--- src/rtl/cpu_sequencer_pkg.sv ---
// cpu_sequencer_pkg
//   Shared definitions for the instruction sequencer, the mipscpu datapath
//   and the benches: datapath widths, one-hot phase constants, opcode
//   encodings and the sequencer state type.
package cpu_sequencer_pkg;

    localparam int unsigned WORD_SIZE  = 16;
    localparam int unsigned OP_SIZE    = 4;
    localparam int unsigned TIMER_SIZE = 4;

    // One-hot phase values shown on `timer`
    localparam logic [TIMER_SIZE:0] CYCLE1 = 5'b00001;
    localparam logic [TIMER_SIZE:0] CYCLE2 = 5'b00010;
    localparam logic [TIMER_SIZE:0] CYCLE3 = 5'b00100;
    localparam logic [TIMER_SIZE:0] CYCLE4 = 5'b01000;
    localparam logic [TIMER_SIZE:0] CYCLE5 = 5'b10000;

    // Opcodes; the ALU ops double as the ALU `sel` encoding
    localparam logic [OP_SIZE-1:0] OP_ADD = 4'h0;
    localparam logic [OP_SIZE-1:0] OP_SUB = 4'h1;
    localparam logic [OP_SIZE-1:0] OP_AND = 4'h2;
    localparam logic [OP_SIZE-1:0] OP_OR  = 4'h3;
    localparam logic [OP_SIZE-1:0] OP_LI  = 4'h4;
    localparam logic [OP_SIZE-1:0] OP_BEQ = 4'h5;
    localparam logic [OP_SIZE-1:0] OP_JMP = 4'h6;

    typedef enum logic [2:0] {
        ST_IDLE,
        ST_C1,
        ST_C2,
        ST_C3,
        ST_C4,
        ST_C5
    } seq_state_e;

    // True for ops that end with a register-file write
    function automatic logic op_writes_reg(input logic [OP_SIZE-1:0] op);
        return (op == OP_ADD) || (op == OP_SUB) || (op == OP_AND) ||
               (op == OP_OR)  || (op == OP_LI);
    endfunction

endpackage

--- src/rtl/cpu_sequencer_instr_decode.sv ---
// instr_decode
//   Combinational split of a 16-bit instruction word into the fields the
//   sequencer needs per phase.
//   in : instr       instruction word
//   out: op          opcode field [15:12]
//        rd_addr     destination register index, zero-extended
//        src_a_addr  register read in C2 (operand A)
//        src_b_addr  register read in C3 (operand B)
//        imm8        zero-extended {rs,rt} for LI
//        imm4_sext   sign-extended [3:0] branch offset
//        jmp_target  zero-extended [11:0] jump target
//        alu_sel     ALU operation driven in C4
//        is_li, writes, branches, jumps  per-op flags
module instr_decode #(
    parameter int unsigned WORD_SIZE = 16,
    parameter int unsigned OP_SIZE   = 4
) (
    input  logic [WORD_SIZE-1:0] instr,
    output logic [OP_SIZE-1:0]   op,
    output logic [WORD_SIZE-1:0] rd_addr,
    output logic [WORD_SIZE-1:0] src_a_addr,
    output logic [WORD_SIZE-1:0] src_b_addr,
    output logic [WORD_SIZE-1:0] imm8,
    output logic [WORD_SIZE-1:0] imm4_sext,
    output logic [WORD_SIZE-1:0] jmp_target,
    output logic [OP_SIZE-1:0]   alu_sel,
    output logic                 is_li,
    output logic                 writes,
    output logic                 branches,
    output logic                 jumps
);
    import cpu_sequencer_pkg::*;

    always_comb begin
        op         = instr[15:12];
        rd_addr    = WORD_SIZE'(instr[11:8]);
        imm8       = WORD_SIZE'(instr[7:0]);
        imm4_sext  = {{(WORD_SIZE-4){instr[3]}}, instr[3:0]};
        jmp_target = WORD_SIZE'(instr[11:0]);

        is_li      = (op == OP_LI);
        branches   = (op == OP_BEQ);
        jumps      = (op == OP_JMP);
        writes     = op_writes_reg(op);

        // BEQ keeps its offset in [3:0], so its two compared registers
        // are the [11:8] and [7:4] fields rather than rs/rt.
        if (branches) begin
            src_a_addr = WORD_SIZE'(instr[11:8]);
            src_b_addr = WORD_SIZE'(instr[7:4]);
        end else begin
            src_a_addr = WORD_SIZE'(instr[7:4]);
            src_b_addr = WORD_SIZE'(instr[3:0]);
        end

        if (is_li) begin
            alu_sel = OP_ADD;
        end else if (branches) begin
            alu_sel = OP_SUB;
        end else begin
            alu_sel = op;
        end
    end

endmodule

--- src/rtl/cpu_sequencer.sv ---
// cpu_sequencer
//   Five-phase instruction sequencer driving the mipscpu control/data ports.
//   One instruction is started per falling edge of key_ok while idle.
//   in : clk, rst (sync, active-low), key_ok (active-low request),
//        instr (sampled on start), alu_out, alu_zero_flag, reg_data_out
//   out: timer (one-hot phase), data_1/data_2/sel (ALU operands/op),
//        data_in/load_pc/offset (PC update), reg_on/reg_w/reg_addr/
//        reg_data_in (register file), busy, done
//   All outputs are registered.
module cpu_sequencer #(
    parameter int unsigned WORD_SIZE  = 16,
    parameter int unsigned OP_SIZE    = 4,
    parameter int unsigned TIMER_SIZE = 4
) (
    input  logic                  clk,
    input  logic                  rst,
    input  logic                  key_ok,
    input  logic [WORD_SIZE-1:0]  instr,
    input  logic [WORD_SIZE-1:0]  alu_out,
    input  logic                  alu_zero_flag,
    input  logic [WORD_SIZE-1:0]  reg_data_out,
    output logic [TIMER_SIZE:0]   timer,
    output logic [WORD_SIZE-1:0]  data_1,
    output logic [WORD_SIZE-1:0]  data_2,
    output logic [OP_SIZE-1:0]    sel,
    output logic [WORD_SIZE-1:0]  data_in,
    output logic                  load_pc,
    output logic                  offset,
    output logic                  reg_on,
    output logic                  reg_w,
    output logic [WORD_SIZE-1:0]  reg_addr,
    output logic [WORD_SIZE-1:0]  reg_data_in,
    output logic                  busy,
    output logic                  done
);
    import cpu_sequencer_pkg::*;

    seq_state_e            state_q, state_d;
    logic                  key_q, key_d;
    logic                  arm_q, arm_d;
    logic [WORD_SIZE-1:0]  instr_q, instr_d;
    logic [WORD_SIZE-1:0]  a_q, a_d;

    logic [TIMER_SIZE:0]   timer_q, timer_d;
    logic [WORD_SIZE-1:0]  data_1_q, data_1_d;
    logic [WORD_SIZE-1:0]  data_2_q, data_2_d;
    logic [OP_SIZE-1:0]    sel_q, sel_d;
    logic [WORD_SIZE-1:0]  data_in_q, data_in_d;
    logic                  load_pc_q, load_pc_d;
    logic                  offset_q, offset_d;
    logic                  reg_on_q, reg_on_d;
    logic                  reg_w_q, reg_w_d;
    logic [WORD_SIZE-1:0]  reg_addr_q, reg_addr_d;
    logic [WORD_SIZE-1:0]  reg_data_in_q, reg_data_in_d;
    logic                  busy_q, busy_d;
    logic                  done_q, done_d;

    logic [OP_SIZE-1:0]    dec_op;
    logic [WORD_SIZE-1:0]  dec_rd, dec_src_a, dec_src_b;
    logic [WORD_SIZE-1:0]  dec_imm8, dec_imm4_sext, dec_jmp_target;
    logic [OP_SIZE-1:0]    dec_alu_sel;
    logic                  dec_is_li, dec_writes, dec_branches, dec_jumps;
    logic                  start;

    instr_decode #(
        .WORD_SIZE (WORD_SIZE),
        .OP_SIZE   (OP_SIZE)
    ) u_decode (
        .instr      (instr_q),
        .op         (dec_op),
        .rd_addr    (dec_rd),
        .src_a_addr (dec_src_a),
        .src_b_addr (dec_src_b),
        .imm8       (dec_imm8),
        .imm4_sext  (dec_imm4_sext),
        .jmp_target (dec_jmp_target),
        .alu_sel    (dec_alu_sel),
        .is_li      (dec_is_li),
        .writes     (dec_writes),
        .branches   (dec_branches),
        .jumps      (dec_jumps)
    );

    // The history register resets to 1, which on its own would turn a key
    // held low through reset into a start on the first cycle out of reset.
    // arm_q blocks starts until key_ok has been seen released once.
    assign start = arm_q && key_q && !key_ok && (state_q == ST_IDLE);

    // Outputs are computed for the phase being entered, so each phase's
    // strobes are visible in the same cycle that timer shows that phase.
    // C5 outputs are computed from alu_out/alu_zero_flag at the end of C4,
    // which is where the ALU result is latched.
    always_comb begin
        state_d       = state_q;
        key_d         = key_ok;
        arm_d         = arm_q | key_ok;
        instr_d       = instr_q;
        a_d           = a_q;

        timer_d       = '0;
        busy_d        = 1'b0;
        done_d        = 1'b0;
        load_pc_d     = 1'b0;
        offset_d      = 1'b0;
        data_in_d     = '0;
        reg_on_d      = 1'b0;
        reg_w_d       = 1'b0;
        data_1_d      = data_1_q;
        data_2_d      = data_2_q;
        sel_d         = sel_q;
        reg_addr_d    = reg_addr_q;
        reg_data_in_d = reg_data_in_q;

        unique case (state_q)
            ST_IDLE: begin
                if (start) begin
                    state_d   = ST_C1;
                    instr_d   = instr;
                    timer_d   = CYCLE1;
                    busy_d    = 1'b1;
                    load_pc_d = 1'b1;
                    offset_d  = 1'b1;
                    data_in_d = WORD_SIZE'(1);
                end
            end
            ST_C1: begin
                state_d    = ST_C2;
                timer_d    = CYCLE2;
                busy_d     = 1'b1;
                reg_on_d   = 1'b1;
                reg_addr_d = dec_src_a;
            end
            ST_C2: begin
                state_d    = ST_C3;
                timer_d    = CYCLE3;
                busy_d     = 1'b1;
                a_d        = reg_data_out;
                reg_on_d   = 1'b1;
                reg_addr_d = dec_src_b;
            end
            ST_C3: begin
                // Operand B goes straight into the registered data_2 output.
                state_d  = ST_C4;
                timer_d  = CYCLE4;
                busy_d   = 1'b1;
                sel_d    = dec_alu_sel;
                data_1_d = dec_is_li ? dec_imm8 : a_q;
                data_2_d = dec_is_li ? '0 : reg_data_out;
            end
            ST_C4: begin
                state_d = ST_C5;
                timer_d = CYCLE5;
                busy_d  = 1'b1;
                if (dec_writes) begin
                    reg_on_d      = 1'b1;
                    reg_w_d       = 1'b1;
                    reg_addr_d    = dec_rd;
                    reg_data_in_d = alu_out;
                end else if (dec_branches && alu_zero_flag) begin
                    load_pc_d = 1'b1;
                    offset_d  = 1'b1;
                    data_in_d = dec_imm4_sext;
                end else if (dec_jumps) begin
                    load_pc_d = 1'b1;
                    offset_d  = 1'b0;
                    data_in_d = dec_jmp_target;
                end
            end
            ST_C5: begin
                state_d = ST_IDLE;
                done_d  = 1'b1;
            end
            default: begin
                state_d = ST_IDLE;
            end
        endcase
    end

    always_ff @(posedge clk) begin
        if (!rst) begin
            state_q       <= ST_IDLE;
            key_q         <= 1'b1;
            arm_q         <= 1'b0;
            instr_q       <= '0;
            a_q           <= '0;
            timer_q       <= '0;
            data_1_q      <= '0;
            data_2_q      <= '0;
            sel_q         <= '0;
            data_in_q     <= '0;
            load_pc_q     <= 1'b0;
            offset_q      <= 1'b0;
            reg_on_q      <= 1'b0;
            reg_w_q       <= 1'b0;
            reg_addr_q    <= '0;
            reg_data_in_q <= '0;
            busy_q        <= 1'b0;
            done_q        <= 1'b0;
        end else begin
            state_q       <= state_d;
            key_q         <= key_d;
            arm_q         <= arm_d;
            instr_q       <= instr_d;
            a_q           <= a_d;
            timer_q       <= timer_d;
            data_1_q      <= data_1_d;
            data_2_q      <= data_2_d;
            sel_q         <= sel_d;
            data_in_q     <= data_in_d;
            load_pc_q     <= load_pc_d;
            offset_q      <= offset_d;
            reg_on_q      <= reg_on_d;
            reg_w_q       <= reg_w_d;
            reg_addr_q    <= reg_addr_d;
            reg_data_in_q <= reg_data_in_d;
            busy_q        <= busy_d;
            done_q        <= done_d;
        end
    end

    assign timer       = timer_q;
    assign data_1      = data_1_q;
    assign data_2      = data_2_q;
    assign sel         = sel_q;
    assign data_in     = data_in_q;
    assign load_pc     = load_pc_q;
    assign offset      = offset_q;
    assign reg_on      = reg_on_q;
    assign reg_w       = reg_w_q;
    assign reg_addr    = reg_addr_q;
    assign reg_data_in = reg_data_in_q;
    assign busy        = busy_q;
    assign done        = done_q;

endmodule

--- config.mk ---
export PLATFORM = sky130hd
export DESIGN_NAME = cpu_sequencer
export DESIGN_NICKNAME = d
export VERILOG_FILES = /design/src/rtl/cpu_sequencer_pkg.sv /design/src/rtl/cpu_sequencer_instr_decode.sv /design/src/rtl/cpu_sequencer.sv
export SDC_FILE = /design/constraint.sdc
export NUM_CORES = 1
export LEC_CHECK = 0
export ABC_AREA = 1
export ABC_CLOCK_PERIOD_IN_PS = 1700
export CORE_ASPECT_RATIO = 1.25
export CORE_MARGIN = 2
export CORE_UTILIZATION = 46
export DETAILED_ROUTE_END_ITERATION = 10
export GPL_TIMING_DRIVEN = 0
export HOLD_SLACK_MARGIN = 0.15
export PLACE_DENSITY = 0.89
export SYNTH_ARGS = -nofsm -noshare
export SYNTH_HDL_FRONTEND = slang
export SYNTH_HIERARCHICAL = 1
export SYNTH_SLANG_ARGS = --single-unit
--- constraint.sdc ---
create_clock -name clk -period 1.7 [get_ports clk]
set_clock_uncertainty 0.1 [all_clocks]
set_input_delay 0.255 -clock clk [delete_from_list [all_inputs] [get_ports clk]]
set_output_delay 0.255 -clock clk [all_outputs]
set_load 0.05 [all_outputs]
==> impl_metrics.tcl, run 1 <==
set metrics [dict create \
    finalWirelength_mm 17.8 \
    cts_tree "yes" \
    place_ws_ns -0.388 \
    arrival_ns 1.95 \
    drive_gt1_share_pct 18.9 \
    die_h_um 134 \
    fmax_ghz 0.571 \
    io_buffers 145 \
    avgSynthCellArea_um2 7.07 \
    fin_tns_setup_ns -0.0500 \
    final_common_cell "nand2_1" \
    min_from "rst" \
    ir_drop_mv 0.704 \
    leakage_uw 0.00450 \
    num_rows 47 \
    dieArea_um2 14500 \
    clk_latency_ns 0.42 \
    overflow 0 \
    timing.final.ws_setup_ns -0.0500 \
    fin_crit_sh_pct 103 \
    slew_headroom_pct 58.3 \
    antenna_found_initial 0 \
    cp_max_fo 10 \
    cts.path.max_buffers 2 \
    start_util_pct 47.0 \
    p_per_area_nw_per_um2 1310 \
    violations "setup timing" \
    ant_nets 0 \
    yosysWarnings 6 \
    syn2layout_area_growth_pct 42.6 \
    critPathKind "reg -> reg" \
    worstReg2RegStart "instr_q[14]$_SDFFE_PN0N_" \
    r2r_end "data_1[8]$_SDFFE_PN0N_" \
    grt_max_degree 18 \
    drtIter0Drc 432 \
    vias 6289 \
    h-tree-depth 4 \
    worst_pin_slew_ns 0.625 \
    whs_path_depth 3 \
    core_area_um2 13200 \
    vias_per_cell 4.88 \
    hold_viol 0 \
    grt_pass1_wl_mm 27.8 \
    rrSetupSlack_ns -0.05 \
    numCtsBuffers 17 \
    end_kind "register" \
    io_pins 147 \
    critPathRequiredTime_ns 1.90 \
    antenna_cells 0 \
    syn_inst 880 \
    drc 0 \
    grt_pass1_vias 6110 \
    finish.net_count 1158 \
    status "complete, but fails checks" \
    slew_viol_final 0 \
    syn_area_um2 6220 \
    drt_first_pass_iters 5 \
    hp-class "in -> reg" \
    place_congestion 0.858 \
    track_usage_pct 24.0 \
    critPathLaunchType "register" \
    hold_end "reg_data_in[0]$_SDFFE_PN0P_" \
    setup_viol_count_final 1 \
    cts_num_sinks 132 \
    avgRoutedWirePerCell_um 13.8 \
    die_w_um 108 \
    ff2ff_path_depth 12 \
    layout_min_cycle_time_ns 1.75 \
    dp_hpwl_mm 11.6 \
    cts_hold_buf 0 \
    root_buffer "clkbuf_16" \
    clkTransAtPathRegs_ns 0.06 \
    max_cap_viol_count 0 \
    layout_common_cells "nand2_1, nor2_1, dfxtp_1, nand3_1, buf_4" \
]
-- per-layer routing --
| metal | vias to the layer above | global-route usage (%) | routed length, um |
|---|---|---|---|
| li1 | 3111 | - | - |
| met1 | 2878 | 24.7 | 6560 |
| met2 | 241 | 43.2 | 9270 |
| met3 | 59 | 8.41 | 1400 |
| met4 | 0 | 11.3 | 561 |
| met5 | - | 0 | 0 |
-- sequential cells by signal, summed over array words and instances (netlist names), 3 cells and up --
register,count
sel,4
timer,5
data_1,16
data_in,16
reg_data_in,16
a_q,16
data_2,16
instr_q,16
state_q,3
reg_addr,16
-- critical path, stage by stage (launching register included) --
cell and delay, ns:
dfxtp_2 0.37, inv_2 0.07, nor2_4 0.12, buf_6 0.11, inv_2 0.05, nor2_4 0.14, buf_6 0.13, clkinv_4 0.06
buf_8 0.14, nand2_2 0.06, nand2_1 0.06, nor2_1 0.16, nor2_1 0.07
-- timing repair --
item / in CTS / in global routing
gates cloned: 0 / 2
resized for setup: 126 / 52
buffers inserted: 11 / 4
pin swaps: 4 / 13
endpoints found under the setup margin: 166 / 90
endpoints found under the hold margin: 0 / 0
-- area by class of cell --
type,instances,area [um2]
well taps,171,214
clock inverters,12,179
clock buffers,19,443
plain buffers,139,975
fillers,1030,4360
repair buffers,161,1480
inverters,56,239
multi-input cells,599,2690
flip-flops and latches,132,2650
-- power breakdown --
part / internal, uW / total (uW) / switching, uW / leakage (uW)
registers: 3530 / 3790 / 258 / 0.00107
clock network: 2490 / 3870 / 1380 / 0.000296
logic: 1340 / 3930 / 2590 / 0.00313
-- through the flow --
stage	hold WS, ns	power (uW)	cell area [um2]	util (%)	instances
after floorplan	0.262	6530	6400	-	927
after global placement	0.336	7520	8060	60.9	1243
after detailed placement	0.340	7610	8060	60.9	1243
after CTS	0.205	11400	8720	65.9	1284
after global routing	0.224	12100	8870	67.0	1289
final	0.219	11600	8870	67.0	1289
-- worst max-delay path by stage --
stage / from / end / slack (ns) / cells after the start
floorplan: instr_q[14]$_SDFFE_PN0N_ / data_1[10]$_SDFFE_PN0N_ / 0.01 / 11
global placement: instr_q[14]$_SDFFE_PN0N_ / data_1[8]$_SDFFE_PN0N_ / -0.33 / 11
detailed placement: instr_q[14]$_SDFFE_PN0N_ / data_1[8]$_SDFFE_PN0N_ / -0.39 / 11
CTS: instr_q[14]$_SDFFE_PN0N_ / data_1[8]$_SDFFE_PN0N_ / -0.04 / 12
global route: instr_q[14]$_SDFFE_PN0N_ / data_1[8]$_SDFFE_PN0N_ / -0.09 / 12
finish: instr_q[14]$_SDFFE_PN0N_ / data_1[8]$_SDFFE_PN0N_ / -0.05 / 12
(Power assumes the default switching activity.)
==> inputs of run 2 (changes only) <==
--- a/config.mk
+++ b/config.mk
@@ -7,13 +7,15 @@
 export LEC_CHECK = 0
 export ABC_AREA = 1
 export ABC_CLOCK_PERIOD_IN_PS = 1700
+export CELL_PAD_IN_SITES_DETAIL_PLACEMENT = 1
+export CELL_PAD_IN_SITES_GLOBAL_PLACEMENT = 1
 export CORE_ASPECT_RATIO = 1.25
 export CORE_MARGIN = 2
-export CORE_UTILIZATION = 46
+export CORE_UTILIZATION = 32
 export DETAILED_ROUTE_END_ITERATION = 10
 export GPL_TIMING_DRIVEN = 0
 export HOLD_SLACK_MARGIN = 0.15
-export PLACE_DENSITY = 0.89
+export PLACE_DENSITY = 0.87
 export SYNTH_ARGS = -nofsm -noshare
 export SYNTH_HDL_FRONTEND = slang
 export SYNTH_HIERARCHICAL = 1
==> impl_metrics.tcl, run 2 (synthesis results as in run 1) <==
set metrics [dict create \
    drive_gt1_share_pct 19.4 \
    grt_use_met2_pct 38.0 \
    place_ws_ns -0.543 \
    antenna_found_initial 0 \
    place_congestion 0.818 \
    syn2layout_area_growth_pct 43.8 \
    clkTransAtPathRegs_ns 0.07 \
    finish.net_count 1157 \
    whs_ns 0.242 \
    design_area_um2 8940 \
    layout_common_cells "nand2_1, nor2_1, dfxtp_1, buf_4, nand3_1" \
    cp_max_fo 2 \
    num_rows 57 \
    worstReg2RegStart "state_q[1]$_SDFFE_PN0P_" \
    setup_viol_count_final 0 \
    antenna_cells 0 \
    drt_first_pass_iters 4 \
    timing.final.ws_setup_ns 0.0221 \
    grt_pass1_vias 6688 \
    crit_family "buffers and inverters" \
    dieArea_um2 20600 \
    hold_viol 0 \
    vias_per_cell 4.70 \
    overflow 0 \
    cts_num_sinks 132 \
    io_pins 147 \
    vias 6370 \
    leakage_uw 0.00448 \
    root_buffer "clkbuf_16" \
    p_per_area_nw_per_um2 1320 \
    placed_area_um2 8140 \
    max_cap_viol_count 0 \
    status "finished, final reports clean" \
    final_core_util_pct 46.4 \
    cp_cell_sequence "dlygate4sd2_1" \
    grt.met1_usage_pct 22.1 \
    die_h_um 160 \
    clk_latency_ns 0.43 \
    final_common_cell "nand2_1" \
    grt_pass1_wl_mm 33.6 \
    slew_headroom_pct 55.5 \
    cts_tree "yes" \
    cts.path.max_buffers 2 \
    worst_pin_slew_ns 0.667 \
    avgRoutedWirePerCell_um 15.6 \
    drc 0 \
    grt_max_degree 18 \
    timing.critical_path.to "data_1[8]" \
    worst-path-buf-inv 1 \
    numCtsBuffers 17 \
    end_kind "output pin" \
    slew_viol_final 0 \
    ff2ff_path_depth 6 \
    fin_crit_sh_pct 98.7 \
    hp-class "in -> reg" \
    critPathKind "reg -> out" \
    start_util_pct 32.3 \
    finalWirelength_mm 21.2 \
    ir_drop_mv 0.728 \
    track_usage_pct 20.7 \
    r2r_end "busy$_SDFF_PN0_" \
    dp_hpwl_mm 14.5 \
    cpPeakStageDelay_ns 0.55 \
    io_buffers 145 \
    slowest_stage "dlygate4sd2_1" \
    critPathLaunchType "register" \
    busiest_layer "met2" \
    critPathRequiredTime_ns 1.34 \
    arrival_ns 1.32 \
    cp_num_cells 1 \
    die_w_um 129 \
    layout_min_cycle_time_ns 1.68 \
    h-tree-depth 4 \
    fmax_ghz 0.596 \
    startpoint "data_1[8]$_SDFFE_PN0N_" \
    drtIter0Drc 207 \
    ant_nets 0 \
    rrSetupSlack_ns 0.04 \
    use_met3_pct 4.76 \
    core_area_um2 19300 \
]
==> run 2: changes by cell type in the layout (fill, tap and decap cells not counted), sizes merged, moves of 2 or more <==
cell           change
inv                +7
buf                +2
clkdlybuf4s15      +8
dlygate4sd2       -13
clkinvlp           -3
==> run 2: tightest hold or removal path, stage by stage <==
cell	delay [ns]
buf_2	0.22
inv_1	0.18
a21oi_1	0.06
==> run 2: area by class of cell <==
cell class,instances,area (um2)
fillers,2487,10300
multi-input cells,598,2690
flip-flops and latches,132,2650
repair buffers,161,1460
plain buffers,139,968
clock buffers,17,425
well taps,236,295
inverters,56,229
clock inverters,15,214
==> run 2: how the worst min path moves through the flow <==
stage                                    start                            to  cells past startpoint
after floorplan                         key_ok              key_q$_SDFF_PN1_                      1
after global placement    a_q[13]$_SDFFE_PN0N_          a_q[13]$_SDFFE_PN0N_                      2
after detailed placement  a_q[12]$_SDFFE_PN0N_          a_q[12]$_SDFFE_PN0N_                      2
after CTS                                  rst  reg_data_in[15]$_SDFFE_PN0P_                      3
after global routing                       rst  reg_data_in[15]$_SDFFE_PN0P_                      3
final                                      rst  reg_data_in[15]$_SDFFE_PN0P_                      3
==> run 2: repair_timing <==
| action | CTS | global route |
|---|---|---|
| setup buffers | 13 | 4 |
| endpoints found under the setup margin | 189 | 91 |
| pin swaps | 5 | 8 |
| gates resized for setup | 144 | 49 |
| hold buffers | 0 | 0 |
==> run 2: where the power goes <==
part / total, uW / switching, uW / internal [uW] / leakage, uW
clock: 4060 / 1560 / 2500 / 0.000312
combinational: 3990 / 2650 / 1330 / 0.00309
sequential: 3800 / 270 / 3530 / 0.00107
total: 11800 / 4480 / 7360 / 0.00448
==> run 2: metrics by stage <==
step	instances	power, uW	setup TNS, ns
after global placement	1308	7610	-20.28
after CTS	1353	11800	-0.00885
final	1354	11800	0
after floorplan	927	6530	0
after global routing	1354	12500	-0.0433
after detailed placement	1308	7740	-25.33
==> run 2: per-layer routing <==
metal  part of all wire, %  routed length [um]
met2                    53               11200
met1                    39                8200
met4                   3.5                 741
met5                     0                   0
met3                   4.9                1030
==> patch 1, RTL diff (flow settings as in run 1) <==
Encoding of `seq_state_e`: now one-hot (6 bits for 6 states).
--- a/src/rtl/cpu_sequencer_pkg.sv
+++ b/src/rtl/cpu_sequencer_pkg.sv
@@ -26,9 +26,9 @@
 
-    typedef enum logic [2:0] {
-        ST_IDLE,
-        ST_C1,
-        ST_C2,
-        ST_C3,
-        ST_C4,
-        ST_C5
+    typedef enum logic [5:0] {
+        ST_IDLE = 6'b000001,
+        ST_C1   = 6'b000010,
+        ST_C2   = 6'b000100,
+        ST_C3   = 6'b001000,
+        ST_C4   = 6'b010000,
+        ST_C5   = 6'b100000
     } seq_state_e;
Formal check against the unedited RTL: no difference found for any inputs over 10 cycles, from zero or initial values and one cycle with rst low; not proved beyond that.
==> patch 1 against run 1 <==
Worst setup slack worse by 0.0077 ns; final cell count is 0.78% lower; hold slack better by 0.095 ns; largest cell class unchanged; sequential cell count is 3 higher; critical endpoint is now done$_SDFF_PN0_; final area is 4.2% higher; count of clock-buffer cells in the layout is 1 lower; sequential share of layout area is 0.51 points lower; wire length is 13% higher; die area is 0.31% higher; critical path type unchanged; the flow still finishes with violations (negative setup slack); synthesized area is 0.32% higher.
Power is not compared: it rests on default switching activity, and its combinational part moved more than twofold at a synthesized area within 25%.
==> patch 1: results (changes against run 1) <==
[outcome]
status = finished with violations
violations = negative setup slack

[global_routing]
grt_pass1_wl_um = 28040  ; +0.94%
use_met3 = 0.07532  ; -0.008746
grt.met1_usage = 0.2668  ; +0.02032
globalRouteMet2Util = 0.4242  ; -0.007338
track_usage = 0.2447  ; +0.004451
grt_pass1_vias = 5998  ; -1.8%

[critical_path]
reg2reg_depth = 6  ; -6
cp.arrival_ns = 2.01  ; +0.06 ns

[drt]
wl_met1_um = 7272  ; +11%
wl_met3_um = 1602  ; +14%
drt_iter0_markers = 384  ; -11%
dr.pass1.iters = 7  ; +2
wl_met2_um = 10390  ; +12%

[sta]
slew_headroom = 0.5540  ; -0.02893
final-setup-viol-count = 27  ; +26
worst_slack_ns = -0.05770  ; -0.007696 ns

[placement]
dp_slack_ns = -0.4981  ; -0.1098 ns
port_buffers = 146  ; +0.69%
hpwl_um = 12160  ; +4.6%
post_dp_cell_area_mm2 = 0.008092  ; +0.36%
place_congestion = 0.8537  ; -0.48%

[worst_hold_path]
hold_end = reg_data_in[14]$_SDFFE_PN0P_
min_from = alu_out[14]

[finish]
fillCellCount = 972  ; -5.6%

==> patch 1: critical path, cell delays in order, from the launching register on <==
cell	delay (ns)
dfxtp_1	0.35
nor2_4	0.23
buf_4	0.16
buf_4	0.11
clkbuf_1	0.41
nand4_1	0.20
nor2_1	0.13
==> patch 1: area by class of cell <==
class | instances | area share
Clock inverter | 14 | 0.01909
Multi-Input combinational cell | 570 | 0.3047
Tap cell | 171 | 0.02315
Clock buffer | 18 | 0.04643
Buffer | 135 | 0.1064
Timing Repair Buffer | 192 | 0.1860
Inverter | 44 | 0.02044
Sequential cell | 135 | 0.2938
==> patch 1: power by group through the flow <==
stage	sequential (W)	combinational [W]	clock, W
floorplan	0.00331	0.000341	0
global placement	0.00331	0.000553	0
detailed placement	0.00331	0.000562	0
CTS	0.00324	0.000584	0.00380
global route	0.00325	0.000756	0.00395
finish	0.00325	0.000710	0.00378
==> patch 1: metrics by stage <==
| stage | TNS, ns | total power (W) | cells | util | hold WS (ns) |
|---|---|---|---|---|---|
| 6_report | -0.5213 | 0.007741 | 1279 | 0.6985 | 0.3138 |
| 5_1_grt | -3.790 | 0.007959 | 1279 | 0.6985 | 0.3300 |
| 4_1_cts | -0.1101 | 0.007625 | 1243 | 0.6608 | 0.3093 |
| 3_5_place_dp | -36.42 | 0.003871 | 1201 | 0.6115 | 0.3702 |
| 3_3_place_gp | -32.46 | 0.003861 | 1201 | 0.6115 | 0.3512 |
| 2_1_floorplan | 0 | 0.003656 | 884 | - | 0.2516 |
==> patch 1: what timing repair did <==
| item | CTS | global route |
|---|---|---|
| endpoints found under the setup margin | 198 | 117 |
| gates cloned | 0 | 5 |
| gates resized for setup | 128 | 111 |
| setup buffers | 10 | 32 |
| pin swaps | 7 | 25 |
==> patch 2, RTL diff (settings of run 1) <==
Without the edit above. `TIMER_SIZE` is set to 4 in 2 places; all go to 8.
--- a/src/rtl/cpu_sequencer_pkg.sv
+++ b/src/rtl/cpu_sequencer_pkg.sv
@@ -8,3 +8,3 @@
     localparam int unsigned OP_SIZE    = 4;
-    localparam int unsigned TIMER_SIZE = 4;
+    localparam int unsigned TIMER_SIZE = 8;
 
--- a/src/rtl/cpu_sequencer.sv
+++ b/src/rtl/cpu_sequencer.sv
@@ -12,3 +12,3 @@
     parameter int unsigned OP_SIZE    = 4,
-    parameter int unsigned TIMER_SIZE = 4
+    parameter int unsigned TIMER_SIZE = 8
 ) (
Ports: changed (resized timer); port bits go from 147 to 151. The function was not compared with the original's and may differ.
==> patch 2 against run 1 <==
Sequential cell count stayed put; final area grew 1.3%; sequential power hardly changed; first-iteration DRC count shrank 29%; maximum frequency grew 4.4%; die area rose by 1.4%; worst setup slack gained 0.074 ns; wire length shrank 2.3%; power up 0.51%; synthesized area rose by 1.5%; critical path depth shrank 11; critical path type is now reg2out; largest cell class unchanged.
==> patch 2: results (changes against run 1) <==
[finish]
num-nonclk-inverters = 62  ; +11%
fin_cells = 1299  ; +0.78%
fillCellCount = 1064  ; +3.3%
multi_input_area_mm2 = 0.002720  ; +0.98%
nMultiInputCombCells = 595  ; -0.67%
seq_share = 0.2954  ; -0.003369
drive_gt1_frac = 0.2048  ; +0.01606
clk_share = 0.07188  ; +0.001758

[global_routing]
grt.met1_usage = 0.2542  ; +0.007651
globalRouteMet2Util = 0.4247  ; -0.006864
track_usage = 0.2383  ; -0.001936

[drt]
wl_met3_um = 1327  ; -5.2%
drt_iter0_markers = 306  ; -29%
wl_per_cell_um = 13.38  ; -3.1%
num_vias = 6194  ; -1.5%

[cts]
cts_resized = 139  ; +10%
post_cts_buffers = 2  ; -9
cts_hold_buf = 1  ; +1

[pwr]
leakage_nw = 4.558  ; +1.4%

[critical_path]
critPathMaxStageDelay_ns = 0.54  ; +0.17 ns

[placement]
hpwl_um = 11960  ; +2.9%

[yosys]
avgSynthCellArea_um2 = 7.157  ; +1.3%

[sta]
tightestPinTransition_ns = 0.6818  ; +0.05713 ns
final-setup-viol-count = 0  ; -1

[outcome]
status = finished, final reports clean

patch 2: metrics by stage:
stage,instance area [µm²],utilization,TNS (ns),setup slack (ns)
final,8982,0.6729,0,0.02383
after global placement,8167,0.6118,-17.93,-0.3562
after detailed placement,8167,0.6118,-20.17,-0.4346
after floorplan,6501,-,0,0.01116
after global routing,8982,0.6729,-0.02176,-0.01166
after CTS,8823,0.6610,0,0.002409
patch 2: path summary, 6_finish.rpt:
check	from	endpoint	slack, ns	depth (start not counted)
setup reg to reg	instr_q[14]$_SDFFE_PN0N_	data_in[8]$_SDFF_PN0_	0.07	9
hold reg to reg	reg_data_in[10]$_SDFFE_PN0P_	reg_data_in[10]$_SDFFE_PN0P_	0.36	2
hold / removal	rst	data_2[2]$_SDFFE_PN0N_	0.18	3
setup / recovery	data_2[0]$_SDFFE_PN0N_	data_2[0]	0.02	1
patch 2: power by group:
part           switching, W  internal, W
Combinational       0.00252      0.00134
Clock               0.00135      0.00264
Sequential         0.000264      0.00354
